File: config.mk
export PLATFORM = sky130hd
export DESIGN_NAME = mcu_dispatcher_flat
export DESIGN_NICKNAME = d
export VERILOG_FILES = /design/src/rtl/mcu_dispatcher_if.sv /design/src/rtl/mcu_dispatcher.sv /design/src/flat_wrapper.sv
export SDC_FILE = /design/constraint.sdc
export NUM_CORES = 1
export LEC_CHECK = 0
export CORE_MARGIN = 2
export CORE_UTILIZATION = 48
export CTS_CLUSTER_DIAMETER = 150
export DETAILED_ROUTE_END_ITERATION = 7
export PLACE_DENSITY_LB_ADDON = 0.05
export SYNTH_ARGS = -nofsm -noshare
export SYNTH_HDL_FRONTEND = slang
export SYNTH_SLANG_ARGS = --single-unit
File: constraint.sdc
create_clock -name clk -period 3.87 [get_ports clk]
set_input_delay 0.5805 -clock clk [delete_from_list [all_inputs] [get_ports clk]]
set_output_delay 0.5805 -clock clk [all_outputs]
set_load 0.03 [all_outputs]
File: src/rtl/mcu_dispatcher_if.sv
// Pixel-stream and DCT-lane bundle between the MCU dispatcher and its lanes.
// master = dispatcher side; `DISPATCH_STALL_CNT_EN adds stall_cycles.
interface mcu_dispatcher_if #(
  parameter int NUM_LANES = 8,
  parameter int PIX_W     = 8,
  parameter int DC_W      = 14
);
  logic [PIX_W-1:0]          pix_in;
  logic                      pix_valid;
  logic                      pix_ready;
  logic [PIX_W-1:0]          lane_pix;
  logic [NUM_LANES-1:0]      lane_en;
  logic [NUM_LANES-1:0]      lane_start;
  logic [NUM_LANES-1:0]      lane_first;
  logic [NUM_LANES*DC_W-1:0] lane_dc_in;
  logic [NUM_LANES*DC_W-1:0] lane_dc_out;
  logic [NUM_LANES-1:0]      lane_valid;
  logic [NUM_LANES-1:0]      lane_done;
  logic                      frame_done;

`ifdef DISPATCH_STALL_CNT_EN
  logic [15:0]               stall_cycles;

  modport master (
    input  pix_in, pix_valid, lane_dc_out, lane_valid, lane_done,
    output pix_ready, lane_pix, lane_en, lane_start, lane_first, lane_dc_in, frame_done, stall_cycles
  );
  modport slave (
    output pix_in, pix_valid, lane_dc_out, lane_valid, lane_done,
    input  pix_ready, lane_pix, lane_en, lane_start, lane_first, lane_dc_in, frame_done, stall_cycles
  );
`else
  modport master (
    input  pix_in, pix_valid, lane_dc_out, lane_valid, lane_done,
    output pix_ready, lane_pix, lane_en, lane_start, lane_first, lane_dc_in, frame_done
  );
  modport slave (
    output pix_in, pix_valid, lane_dc_out, lane_valid, lane_done,
    input  pix_ready, lane_pix, lane_en, lane_start, lane_first, lane_dc_in, frame_done
  );
`endif
endinterface

File: src/rtl/mcu_dispatcher.sv
// Slices a raster pixel stream into MCU blocks, deals them round-robin to DCT lanes and chains DC predictors.
// Pixel reaches lanes 1 cycle after accept; pix_ready drops while the target lane is busy. `DISPATCH_STALL_CNT_EN adds stall_cycles.
module mcu_dispatcher #(
  parameter int NUM_LANES  = 8,
  parameter int PIX_W      = 8,
  parameter int DC_W       = 14,
  parameter int MCU_PIX    = 64,
  parameter int FRAME_MCUS = 8
) (
  input logic              clk,
  input logic              rst,
  mcu_dispatcher_if.master bus
);
  localparam int LW = $clog2(NUM_LANES);
  localparam int CW = (MCU_PIX > 1) ? $clog2(MCU_PIX) : 1;
  localparam int MW = (FRAME_MCUS > 1) ? $clog2(FRAME_MCUS) : 1;

  typedef enum logic [1:0] {IDLE, WAIT, STREAM} state_t;

  state_t                    state_q, state_d;
  logic [LW-1:0]             lane_idx_q, lane_idx_d;
  logic [CW-1:0]             pix_cnt_q, pix_cnt_d;
  logic [MW-1:0]             mcu_cnt_q, mcu_cnt_d;
  logic [NUM_LANES-1:0]      busy_q, busy_d;
  logic [NUM_LANES-1:0]      first_q, first_d;
  logic [NUM_LANES-1:0]      last_q, last_d;
  logic [NUM_LANES-1:0]      vld_prev_q, vld_prev_d;
  logic [NUM_LANES-1:0]      en_q, en_d;
  logic [NUM_LANES-1:0]      start_q, start_d;
  logic [PIX_W-1:0]          pix_q, pix_d;
  logic [NUM_LANES*DC_W-1:0] dc_q, dc_d;
  logic                      frame_end_q, frame_end_d;
  logic                      frame_done_q, frame_done_d;

  logic                      ready;
  logic                      accept;
  logic                      mcu_start;
  logic                      mcu_end;
  logic                      lane_free;
  logic [NUM_LANES-1:0]      vld_rise;

  // A lane finishing in the same cycle it is needed again may be reused at once.
  assign lane_free = !busy_q[lane_idx_q] || bus.lane_done[lane_idx_q];
  assign ready     = rst && ((state_q == STREAM) || lane_free);
  assign accept    = bus.pix_valid && ready;
  assign mcu_start = accept && (state_q != STREAM);
  assign mcu_end   = accept && (state_q == STREAM) && (pix_cnt_q == CW'(MCU_PIX - 1));
  assign vld_rise  = bus.lane_valid & ~vld_prev_q;

  always_comb begin
    state_d      = state_q;
    lane_idx_d   = lane_idx_q;
    pix_cnt_d    = pix_cnt_q;
    mcu_cnt_d    = mcu_cnt_q;
    busy_d       = busy_q & ~bus.lane_done;
    first_d      = first_q;
    last_d       = last_q;
    vld_prev_d   = bus.lane_valid;
    en_d         = '0;
    start_d      = '0;
    pix_d        = pix_q;
    dc_d         = dc_q;
    frame_end_d  = 1'b0;
    frame_done_d = frame_end_q;

    case (state_q)
      IDLE, WAIT: begin
        if (mcu_start)      state_d = STREAM;
        else if (lane_free) state_d = IDLE;
        else                state_d = WAIT;
      end
      STREAM:  if (mcu_end) state_d = IDLE;
      default: state_d = IDLE;
    endcase

    if (accept) begin
      pix_d              = bus.pix_in;
      en_d[lane_idx_q]   = 1'b1;
      pix_cnt_d          = pix_cnt_q + CW'(1);
    end

    if (mcu_start) begin
      start_d[lane_idx_q] = 1'b1;
      busy_d[lane_idx_q]  = 1'b1;
      first_d[lane_idx_q] = (mcu_cnt_q == '0);
      last_d[lane_idx_q]  = (mcu_cnt_q == MW'(FRAME_MCUS - 1));
    end

    if (mcu_end) begin
      pix_cnt_d  = '0;
      lane_idx_d = (lane_idx_q == LW'(NUM_LANES - 1)) ? '0 : lane_idx_q + LW'(1);
      if (mcu_cnt_q == MW'(FRAME_MCUS - 1)) begin
        mcu_cnt_d   = '0;
        frame_end_d = 1'b1;
      end else begin
        mcu_cnt_d   = mcu_cnt_q + MW'(1);
      end
    end

    // The successor's first flag is checked after this cycle's start so a lane just leaving a frame-first MCU can accept.
    for (int p = 0; p < NUM_LANES; p++) begin
      if (vld_rise[p] && !last_q[p] && !first_d[(p + 1) % NUM_LANES])
        dc_d[((p + 1) % NUM_LANES) * DC_W +: DC_W] = bus.lane_dc_out[p * DC_W +: DC_W];
    end
    if (mcu_start && (mcu_cnt_q == '0))
      dc_d[lane_idx_q * DC_W +: DC_W] = '0;
  end

  always_ff @(posedge clk or negedge rst) begin
    if (!rst) begin
      state_q      <= IDLE;
      lane_idx_q   <= '0;
      pix_cnt_q    <= '0;
      mcu_cnt_q    <= '0;
      busy_q       <= '0;
      first_q      <= '0;
      last_q       <= '0;
      vld_prev_q   <= '0;
      en_q         <= '0;
      start_q      <= '0;
      pix_q        <= '0;
      dc_q         <= '0;
      frame_end_q  <= 1'b0;
      frame_done_q <= 1'b0;
    end else begin
      state_q      <= state_d;
      lane_idx_q   <= lane_idx_d;
      pix_cnt_q    <= pix_cnt_d;
      mcu_cnt_q    <= mcu_cnt_d;
      busy_q       <= busy_d;
      first_q      <= first_d;
      last_q       <= last_d;
      vld_prev_q   <= vld_prev_d;
      en_q         <= en_d;
      start_q      <= start_d;
      pix_q        <= pix_d;
      dc_q         <= dc_d;
      frame_end_q  <= frame_end_d;
      frame_done_q <= frame_done_d;
    end
  end

  assign bus.pix_ready  = ready;
  assign bus.lane_pix   = pix_q;
  assign bus.lane_en    = en_q;
  assign bus.lane_start = start_q;
  assign bus.lane_first = first_q;
  assign bus.lane_dc_in = dc_q;
  assign bus.frame_done = frame_done_q;

`ifdef DISPATCH_STALL_CNT_EN
  logic [15:0] stall_q, stall_d;

  always_comb begin
    stall_d = stall_q;
    if (bus.pix_valid && !ready && (stall_q != 16'hFFFF))
      stall_d = stall_q + 16'd1;
    if (mcu_start && (mcu_cnt_q == '0))
      stall_d = '0;
  end

  always_ff @(posedge clk or negedge rst) begin
    if (!rst) stall_q <= '0;
    else      stall_q <= stall_d;
  end

  assign bus.stall_cycles = stall_q;
`endif
endmodule

File: src/flat_wrapper.sv
// flat-port wrapper written by rule: the top's interface ports become plain ports
module mcu_dispatcher_flat 
#(
  parameter int NUM_LANES  = 8,
  parameter int PIX_W      = 8,
  parameter int DC_W       = 14,
  parameter int MCU_PIX    = 64,
  parameter int FRAME_MCUS = 8
)
  (clk, rst, bus_pix_in, bus_pix_valid, bus_lane_dc_out, bus_lane_valid, bus_lane_done, bus_pix_ready, bus_lane_pix, bus_lane_en, bus_lane_start, bus_lane_first, bus_lane_dc_in, bus_frame_done);
  mcu_dispatcher_if #(.NUM_LANES(NUM_LANES), .PIX_W(PIX_W), .DC_W(DC_W)) bus_i ();
  input logic clk;
  input logic rst;
  input wire logic [$bits(bus_i.pix_in)-1:0] bus_pix_in;
  input wire logic [$bits(bus_i.pix_valid)-1:0] bus_pix_valid;
  input wire logic [$bits(bus_i.lane_dc_out)-1:0] bus_lane_dc_out;
  input wire logic [$bits(bus_i.lane_valid)-1:0] bus_lane_valid;
  input wire logic [$bits(bus_i.lane_done)-1:0] bus_lane_done;
  output wire logic [$bits(bus_i.pix_ready)-1:0] bus_pix_ready;
  output wire logic [$bits(bus_i.lane_pix)-1:0] bus_lane_pix;
  output wire logic [$bits(bus_i.lane_en)-1:0] bus_lane_en;
  output wire logic [$bits(bus_i.lane_start)-1:0] bus_lane_start;
  output wire logic [$bits(bus_i.lane_first)-1:0] bus_lane_first;
  output wire logic [$bits(bus_i.lane_dc_in)-1:0] bus_lane_dc_in;
  output wire logic [$bits(bus_i.frame_done)-1:0] bus_frame_done;
  assign bus_i.pix_in = bus_pix_in;
  assign bus_i.pix_valid = bus_pix_valid;
  assign bus_i.lane_dc_out = bus_lane_dc_out;
  assign bus_i.lane_valid = bus_lane_valid;
  assign bus_i.lane_done = bus_lane_done;
  assign bus_pix_ready = bus_i.pix_ready;
  assign bus_lane_pix = bus_i.lane_pix;
  assign bus_lane_en = bus_i.lane_en;
  assign bus_lane_start = bus_i.lane_start;
  assign bus_lane_first = bus_i.lane_first;
  assign bus_lane_dc_in = bus_i.lane_dc_in;
  assign bus_frame_done = bus_i.frame_done;
  mcu_dispatcher #(.NUM_LANES(NUM_LANES), .PIX_W(PIX_W), .DC_W(DC_W), .MCU_PIX(MCU_PIX), .FRAME_MCUS(FRAME_MCUS)) u_core (.clk(clk), .rst(rst), .bus(bus_i));
endmodule
Word level (Yosys, flattened, before mapping). Cells that the tools add are included.

Register bits after elaboration: 184. Bits in latches: 0. RAM bits: 0. ROM bits: 0. Input port bits: 139. Output and inout bits: 146. Word-level logic and storage cells: 113. Memories: 0.

Add/sub/neg operators: 4. Multiply operators: 1. Div/mod/pow operators: 0. Magnitude comparators: 2. Eq/ne operators: 7. Shift operators: 2. Multiplexer cells: 32. Bitwise gates (word level): 5. Reductions and logical operators: 46.

Operator list (count): $bwmux W112 (1); $mux W112 (1); $mux W14 (8); $shift A14 B34 Y112 const A (1); $shiftx A14 B34 Y112 const A (1); $neg A7 Y34 (1); $mux W8 (4); $logic_and A1 B1 Y1 (23); $logic_not A1 Y1 (17); $and A8 B8 Y8 (2); $bwmux W8 (2); $not A8 Y8 (2); $mux W6 (2); $or A8 B8 Y8 (1); $add A3 B1 Y3 const B (2); $add A6 B1 Y6 const B (1); $bmux W1 S3 (2); $eq A3 B3 Y1 const B (2); $eq A6 B6 Y1 const B (1); $mul A3 B3 Y6 const B (1); $mux W1 (6); $mux W3 (2); $lt A3 B4 Y1 const B (1); $mux W2 (2); 12 further kinds (13).

Depth between registers and ports, before layout. Gate-level depths: netlist (run 1).

Depth after elaboration: 14. Gate-level depth with buffers: 15. Gate-level depth less buffers: 14.

Worst setup path after synthesis (run 1). Ideal clock, no wire load.

Path kind: register to register. Start: register u_core.lane_idx_q[2]. End: register u_core.dc_q[6] (netlist: u_core.bus.lane_dc_in[6]). Setup time: 0.125 ns. Arrival: 3.392 ns. Data required time: 3.745 ns. Path slack: 0.353 ns. Stages on the path, launching flop included: 15. Path buffers: 3. Period minus slack after synthesis: 3.517 ns. Path through: dfrtp_1 inv_1 clkbuf_1 ha_1 inv_1 fa_1 clkbuf_1 nand3_1 nor2_1 ha_1 clkbuf_1 nor3_1 nand3_1 a21oi_1 a21oi_1.

Longest elaborated chain between the ends: 14. Elaborated cells on any way between the ends: 27. Classes of those cells: add/sub (1); mul (1); order compare (2); shift (2); mux (11); reduce/logical (10).

Ends and longest elaborated chain: start: declaration (RTL line mcu_dispatcher.sv:21) `logic [LW-1:0] lane_idx_q, lane_idx_d;`; start signal: assignment (RTL line mcu_dispatcher.sv:127) `lane_idx_q <= lane_idx_d;`; branches (longest 13 deep; another with $neg A7 Y34); $mux W112 * (RTL line mcu_dispatcher.sv:105) `if (mcu_start && (mcu_cnt_q == '0))`; net u_core.dc_d[6] (RTL line mcu_dispatcher.sv:31) `logic [NUM_LANES*DC_W-1:0] dc_q, dc_d;`; end signal: assignment (RTL line mcu_dispatcher.sv:122) `dc_q <= '0;`; end signal: assignment (RTL line mcu_dispatcher.sv:137) `dc_q <= dc_d;`; end: declaration (RTL line mcu_dispatcher.sv:31).

Mark *: on every way through the listed nets, which the timed path passes. The select of a mux whose other input is x is not followed. A chain may end at the register's enable or synchronous reset.

Worst setup path after layout (run 1).
Start: register u_core.lane_idx_q[1]. End: register u_core.dc_q[70] (netlist: u_core.bus.lane_dc_in[70]).

Same word-level chain as after synthesis.

==> metrics.md, run 1 <==
| Metric | Value |
|---|---|
| Area growth, synth to finish | 39.8% |
| Max VDD drop | 326 uV |
| Row count | 50 |
| Total net switching power | 1840 uW |
| Switch share | 0.326 |
| Min-Delay Path Class | input port to async pin |
| Share of the synthesized area in the top cell type | 0.496 |
| R2R cell count | 14 |
| Max Fclk | 266 MHz |
| First-pass GRT wire length | 45400 um |
| Largest net degree at the start of global routing | 144 |
| Setup TNS | 0 ns |
| GRT Resource Usage Total | 0.282 |
| DR vias/cell | 5.78 |
| Slowest cell on the critical path | fa_1 |
| Average size of a mapped cell | 9.17 sq um |
| Ys Warns | 0 |
| Internal Power | 3810 uW |
| Top cells by area, synth | dfrtp_1 50%, nand3_1 8.5%, a21oi_1 6.8%, o21ai_1 3.7%, o21ai_0 3.2% |
| Layout cells sized above 1 | 0.0796 |
| Cell count after synthesis | 1013 |
| Setup CP Type | flop to flop |
| Net Count, Synth | 1173 |
| WP data arrival | 4.08 ns |
| Worst stage delay on the critical path | 0.54 ns |
| Final instance area | 13000 sq um |
| RSZ-0062 raised after global routing | yes |
| FF-to-FF Start | u_core.lane_idx_q[1] |
| Vias in the first global route | 8524 |
| Core Util, Final | 0.690 |
| Crit-path max FO | 9 |
| Hold_buf cts | 0 |
| Post-synth EDFFs | 0 |
| Outcome | finished, final reports clean |
| Routed len/inst | 18.9 um |
| Tmin final | 3.77 ns |
| Clock root buffer | clkbuf_16 |
| Most common cell in the netlist | dfrtp_1 |
| Worst Skew | 0.0125 ns |
| Deepest clock path buffer count | 2 |
| Comb power frac | 0.278 |
| Worst setup SP type | flop |
| Worst EP required | 4.18 ns |
| Synth cell types | 62 |
| CTS tree | done |
| Sequential cell area | 4600 sq um |
| Final net count | 1428 |
| Post-route ant nets | 0 |
| Routability-driven placement congestion ratio | 0.934 |
| # clock sinks | 184 |
| # diodes | 0 |
| Fill cells | 1538 |
| Relative slew slack | 0.344 |
| Hold Fails Final Rpt | 0 |
| DR vias | 8907 |
| Post-synth top flop | dfrtp_1 |
| Die X-Extent | 143 um |
| Remaining DRCs | 0 |
| Clock insertion delay at the later pin of the skew report | 0.44 ns |
| Final setup vio count | 0 |
| Post-DP Area | 12300 sq um |
| H-tree levels | 4 |
| Area leader, netlist | dfrtp_1 |
| Final WL | 29100 um |
| Grt ovf | 0 |
| Power density over cell area | 435 nW/um^2 |
| First drt pass iteration count | 5 |
| Synth Register Bits | 184 |
| IO Count | 285 |
| CTS clock-pin slew for the worst setup and hold paths | 0.07 ns |
| Place WS | 0.101 ns |
| Final period utilization | 0.973 |
| Clock Power Share | 0.325 |
| Die area | 20500 sq um |
| Reg2reg end | u_core.bus.lane_dc_in[70] |
| Seq pwr share | 0.397 |
| Area of the multi-input gates | 4320 sq um |
| Total leakage power | 0.00539 uW |
| Hold WS | 0.276 ns |
| Starting density of the core | 0.493 |
| Maxcap violations | 0 |
| Die H | 143 um |
| Worst slew pin tran | 0.984 ns |
| DRT iter0 DRCs | 851 |
| Max Slew Vio Count | 0 |
| Number of CTS-inserted buffers | 17 |
| Core area | 18800 sq um |
| Post-synthesis async set-or-reset flop share | 1.00 |
| Area of the mapped netlist | 9290 sq um |
| Hpwl dp | 20900 um |
| Worst setup EP type | flop |
| Worst path top cell family by delay | adder cells |
| Sequential area share after synthesis | 0.496 |
| CP Cell Sequence | fa_1 -> ha_1 -> inv_1 -> fa_1 -> xor2_1 -> nand3_1 -> nor2_1 -> ha_4 -> inv_1 -> o41ai_4 -> buf_4 -> or4_1 -> a21oi_1 -> a21oi_1 |
| Final WS setup | 0.104 ns |
| Most frequent cells after synthesis | 184 x dfrtp_1, 158 x nand3_1, 127 x a21oi_1 |
| Critical path buffer and inverter count | 3 |
| Worst R2R Setup Slack | 0.10 ns |
| Initial antenna violation count | 0 |
| PortBufs | 284 |
worst reg2reg max path: cells and delay by family, from the launching register on:
kind	cells	cell delay (ns)
adders and majority gates	4	1.25
and+or+nand+nor	3	0.86
DFF	1	0.47
AOI/OAI and AO/OA	3	0.47
buffers and inverters	3	0.39
xor gates and xnor gates	1	0.18
through the flow:
stage | std cells | total power, uW
final | 1541 | 5660
after global routing | 1541 | 5900
after CTS | 1538 | 5660
after detailed placement | 1506 | 3830
after global placement | 1506 | 3810
after floorplan | 1013 | 3140
power groups by stage:
stage	sequential, uW	combinational [uW]	clock [uW]
5_1_grt	2270	1690	1940
2_1_floorplan	2590	549	0
3_3_place_gp	2280	1540	0
4_1_cts	2250	1560	1860
6_report	2250	1570	1840
3_5_place_dp	2280	1550	0
per-layer routing:
metal	vias to the layer above	track usage	part of all wire
li1	4174	-	-
met1	4298	0.404	0.44
met2	400	0.435	0.47
met3	35	0.0651	0.080
met4	0	0.0735	0.015
met5	-	0	0
cell usage in the layout (no fill, tap or decap), types with 3 or more instances in the layout:
master           instances
or4_4                    9
buf_4                   24
nand2b_1                13
o22ai_1                  3
nor2b_1                 17
nand3_1                158
and3_1                  20
nor3_2                   4
nand2_1                 69
inv_1                   15
o21ai_0                 58
mux4_2                   4
and2_1                   4
nand3b_1                 3
ha_1                    17
and3_4                   4
mux2_2                   8
inv_6                    5
clkbuf_8                 4
nor2_1                  39
nand4_1                 20
nand3_2                  4
or3_1                    3
nor3b_1                 10
o32a_1                   3
xnor2_1                  3
nor3_1                  23
a2111oi_0                4
a21oi_1                127
nor4_1                   4
dfrtp_1                184
fa_1                     3
mux2i_1                  4
clkdlybuf4s50_1        283
xor2_1                   4
clkbuf_16               17
o21ai_1                 69
or4_1                    3
sequential cells by signal, summed over array words and instances (netlist names):
signal / flops
u_core.bus.lane_en: 8
u_core.vld_prev_q: 8
u_core.last_q: 8
u_core.lane_idx_q: 3
u_core.bus.lane_first: 8
u_core.state_q: 2
u_core.busy_q: 8
u_core.pix_cnt_q: 6
u_core.frame_done_d: 1
u_core.bus.lane_start: 8
u_core.bus.lane_dc_in: 112
u_core.bus.lane_pix: 8
u_core.bus.frame_done: 1
u_core.mcu_cnt_q: 3
worst max-delay path by stage:
stage	from	endpoint	slack [ns]	depth (start not counted)
CTS	u_core.lane_idx_q[1]	u_core.bus.lane_dc_in[49]	0.08	12
floorplan	u_core.lane_idx_q[2]	u_core.bus.lane_dc_in[6]	0.35	14
detailed placement	u_core.lane_idx_q[1]	u_core.bus.lane_dc_in[49]	0.10	12
global placement	u_core.lane_idx_q[1]	u_core.bus.lane_dc_in[49]	0.19	12
global route	u_core.lane_idx_q[1]	u_core.bus.lane_dc_in[70]	-0.09	14
finish	u_core.lane_idx_q[1]	u_core.bus.lane_dc_in[70]	0.10	14
area by class of cell:
type,instances,area share
sequential,184,0.354
multi-input combinational,738,0.333
timing repair buffer,309,0.235
clock buffer,20,0.0359
tap,260,0.0250
clock inverter,12,0.0117
inverter,17,0.00520
timing repair inverter,1,0.000385
logic make-up after synthesis:
family                   Yosys count  share of synthesized area
flip-flops                       184                      0.496
AND/OR/NAND/NOR                  412                      0.236
AO/OA/AOI/OAI                    282                      0.164
buffers and inverters             91                     0.0438
multiplexers                      16                     0.0237
XOR/XNOR                           7                    0.00660
adder cells (fa/ha/maj)           21                     0.0307
repair_timing:
item,4_1_cts,5_1_grt
resized for setup,0,8
setup endpoints to repair,0,45
buffers inserted,0,2
No activity file was read; power rests on OpenSTA's default activity.
==> run 2: changes to the inputs <==
GPL_TIMING_DRIVEN = 1   (was not set)
REMOVE_ABC_BUFFERS = 1   (was not set)
SKIP_LAST_GASP = 1   (was not set)
==> run 2 against run 1 <==
- cell count is essentially flat
- clock power shrank 7%
- critical path type unchanged
- first-iteration DRC count shrank 19%
- clock skew shrank 0.0042 ns
- critical path depth shrank 1
==> metrics.md, run 2 (synthesis gave the netlist of run 1 again) <==
| Metric | Value |
|---|---|
| GRT Resource Usage Total | 0.284 (+0.00126) |
| Max Slew Vio Count | 0 (unchanged) |
| Most frequent cells in the layout | 283 x clkdlybuf4s50_1, 184 x dfrtp_1, 158 x nand3_1 |
| DP Cell Count | 1508 (+0.13%) |
| Max VDD drop | 345 uV (+5.8%) |
| Final net count | 1427 (-0.070%) |
| Hpwl dp | 21100 um (+0.83%) |
| CP Launch Point | u_core.lane_idx_q[1] |
| Final WS setup | 0.182 ns (+0.0786 ns) |
| Worst setup SP type | flop |
| PortBufs | 284 (unchanged) |
| Die area | 20500 sq um (unchanged) |
| DR vias/cell | 5.79 (+0.26%) |
| Starting density of the core | 0.493 (unchanged) |
| IO Count | 285 (unchanged) |
| Final period utilization | 0.953 (-0.0203) |
| R2R cell count | 13 (-1) |
| Remaining DRCs | 0 (unchanged) |
| Fill cells | 1541 (+0.20%) |
| Clock root buffer | clkbuf_16 |
| Crit-path max FO | 7 (-2) |
| Core Util, Final | 0.686 (-0.00419) |
| Total leakage power | 0.00534 uW (-0.95%) |
| Max Fclk | 271 MHz (+2.1%) |
| DRT iter0 DRCs | 688 (-19%) |
| Vias in the first global route | 8743 (+2.6%) |
| Core area | 18800 sq um (unchanged) |
| Place WS | 0.112 ns (+0.0111 ns) |
| Worst Skew | 0.00827 ns (-0.00419 ns) |
| Tmin final | 3.69 ns (-0.0786 ns) |
| Relative slew slack | 0.320 (-0.0242) |
| FF-to-FF Start | u_core.lane_idx_q[1] |
| Routability-driven placement congestion ratio | 0.984 (+5.4%) |
| Outcome | finished, final reports clean |
| Post-route ant nets | 0 (unchanged) |
| Worst R2R Setup Slack | 0.18 ns (+0.08 ns) |
| CTS tree | done |
| Clock insertion delay at the later pin of the skew report | 0.44 ns (about the same) |
| Hold_buf cts | 0 (unchanged) |
| # clock sinks | 184 (unchanged) |
| Worst setup EP type | flop |
| Die H | 143 um (unchanged) |
| Setup CP Type | flop to flop |
| Post-route insts no fill | 1540 (-0.065%) |
| Area growth, synth to finish | 39.0% |
| Die X-Extent | 143 um (unchanged) |
| DR vias | 8924 (+0.19%) |
| Layout cells sized above 1 | 0.0766 (-0.00306) |
| Final WL | 29200 um (+0.24%) |
| CTS resizes | 0 (unchanged) |
| Post-CTS Setup Bufs | 0 (unchanged) |
| Power density over cell area | 428 nW/um^2 (-1.6%) |
| WP data arrival | 4.00 ns (-0.08 ns) |
| Max FFs per register | 112 (unchanged) |
| Commonest non-fill, non-tap cell in the layout | clkdlybuf4s50_1 |
| Worst slew pin tran | 1.02 ns (+0.0362 ns) |
| Worst EP required | 4.18 ns (about the same) |
| Initial antenna violation count | 0 (unchanged) |
| Row count | 50 (unchanged) |
| # diodes | 0 (unchanged) |
| Grt ovf | 0 (unchanged) |
| First drt pass iteration count | 7 (+2) |
| Deepest clock path buffer count | 2 (unchanged) |
| Largest net degree at the start of global routing | 142 (-1.4%) |
| Reg2reg end | u_core.bus.lane_dc_in[41] |
| H-tree levels | 4 (unchanged) |
| Final setup vio count | 0 (unchanged) |
| Maxcap violations | 0 (unchanged) |
| First-pass GRT wire length | 45500 um (+0.21%) |
| CTS clock-pin slew for the worst setup and hold paths | 0.07 ns (about the same) |
| Min-Delay Path Class | input port to async pin |
| Routed len/inst | 18.9 um (+0.30%) |
| Hold Fails Final Rpt | 0 (unchanged) |
| Setup TNS | 0 ns (unchanged) |
| Number of CTS-inserted buffers | 17 (unchanged) |
run 2: cell types whose count changed in the layout (fill, tap and decap cells not counted), moves of 2 or more:
| cell | before | now |
|---|---|---|
| a2111oi_0 | 4 | 2 |
| a2111oi_1 | 0 | 2 |
| clkinv_2 | 0 | 2 |
| clkinvlp_4 | 2 | 5 |
| inv_8 | 2 | 0 |
run 2: worst max-delay path by stage:
stage / end / slack [ns]
2_1_floorplan: u_core.bus.lane_dc_in[36] / -0.22
3_3_place_gp: u_core.bus.lane_dc_in[49] / 0.23
3_5_place_dp: u_core.bus.lane_dc_in[48] / 0.11
4_1_cts: u_core.bus.lane_dc_in[48] / 0.1
5_1_grt: u_core.bus.lane_dc_in[75] / -0.02
6_report: u_core.bus.lane_dc_in[41] / 0.18
run 2: stage by stage:
| stage | hold WS [ns] | area (sq um) | power (uW) |
|---|---|---|---|
| after floorplan | 0.285 | 8950 | 3110 |
| after global placement | 0.334 | 12300 | 3820 |
| after detailed placement | 0.339 | 12300 | 3830 |
| after CTS | 0.100 | 12900 | 5540 |
| after global routing | 0.116 | 12900 | 5760 |
| final | 0.0926 | 12900 | 5530 |
run 2: per-layer routing:
metal / track usage / vias up / wire (um)
met5: 0 / - / 0
met3: 0.0647 / 34 / 2250
met2: 0.471 / 367 / 13900
met4: 0.0683 / 0 / 424
met1: 0.379 / 4360 / 12600
li1: - / 4163 / -
run 2: where the power goes:
part | internal, uW | switching, uW
clock network | 928 | 783
logic | 664 | 912
registers | 2120 | 120
run 2: cell type report:
| type | instances | area, sq um | area share |
|---|---|---|---|
| flip-flops and latches | 184 | 4600 | 0.357 |
| clock buffers | 20 | 457 | 0.0354 |
| clock inverters | 12 | 114 | 0.00882 |
| well taps | 260 | 325 | 0.0252 |
| inverters | 17 | 67.6 | 0.00523 |
| repair buffers | 309 | 3050 | 0.236 |
| multi-input cells | 738 | 4300 | 0.333 |
run 2: worst max-delay path, stage by stage, from the launching register on:
cell and delay [ns]:
dfrtp_1 0.48, fa_1 0.55, ha_1 0.16, inv_1 0.05, fa_1 0.37, xor2_1 0.18, nand3_1 0.22, nor2_1 0.08
ha_2 0.43, clkinvlp_4 0.20, buf_4 0.19, a2111oi_0 0.45, buf_4 0.19, a21oi_1 0.04
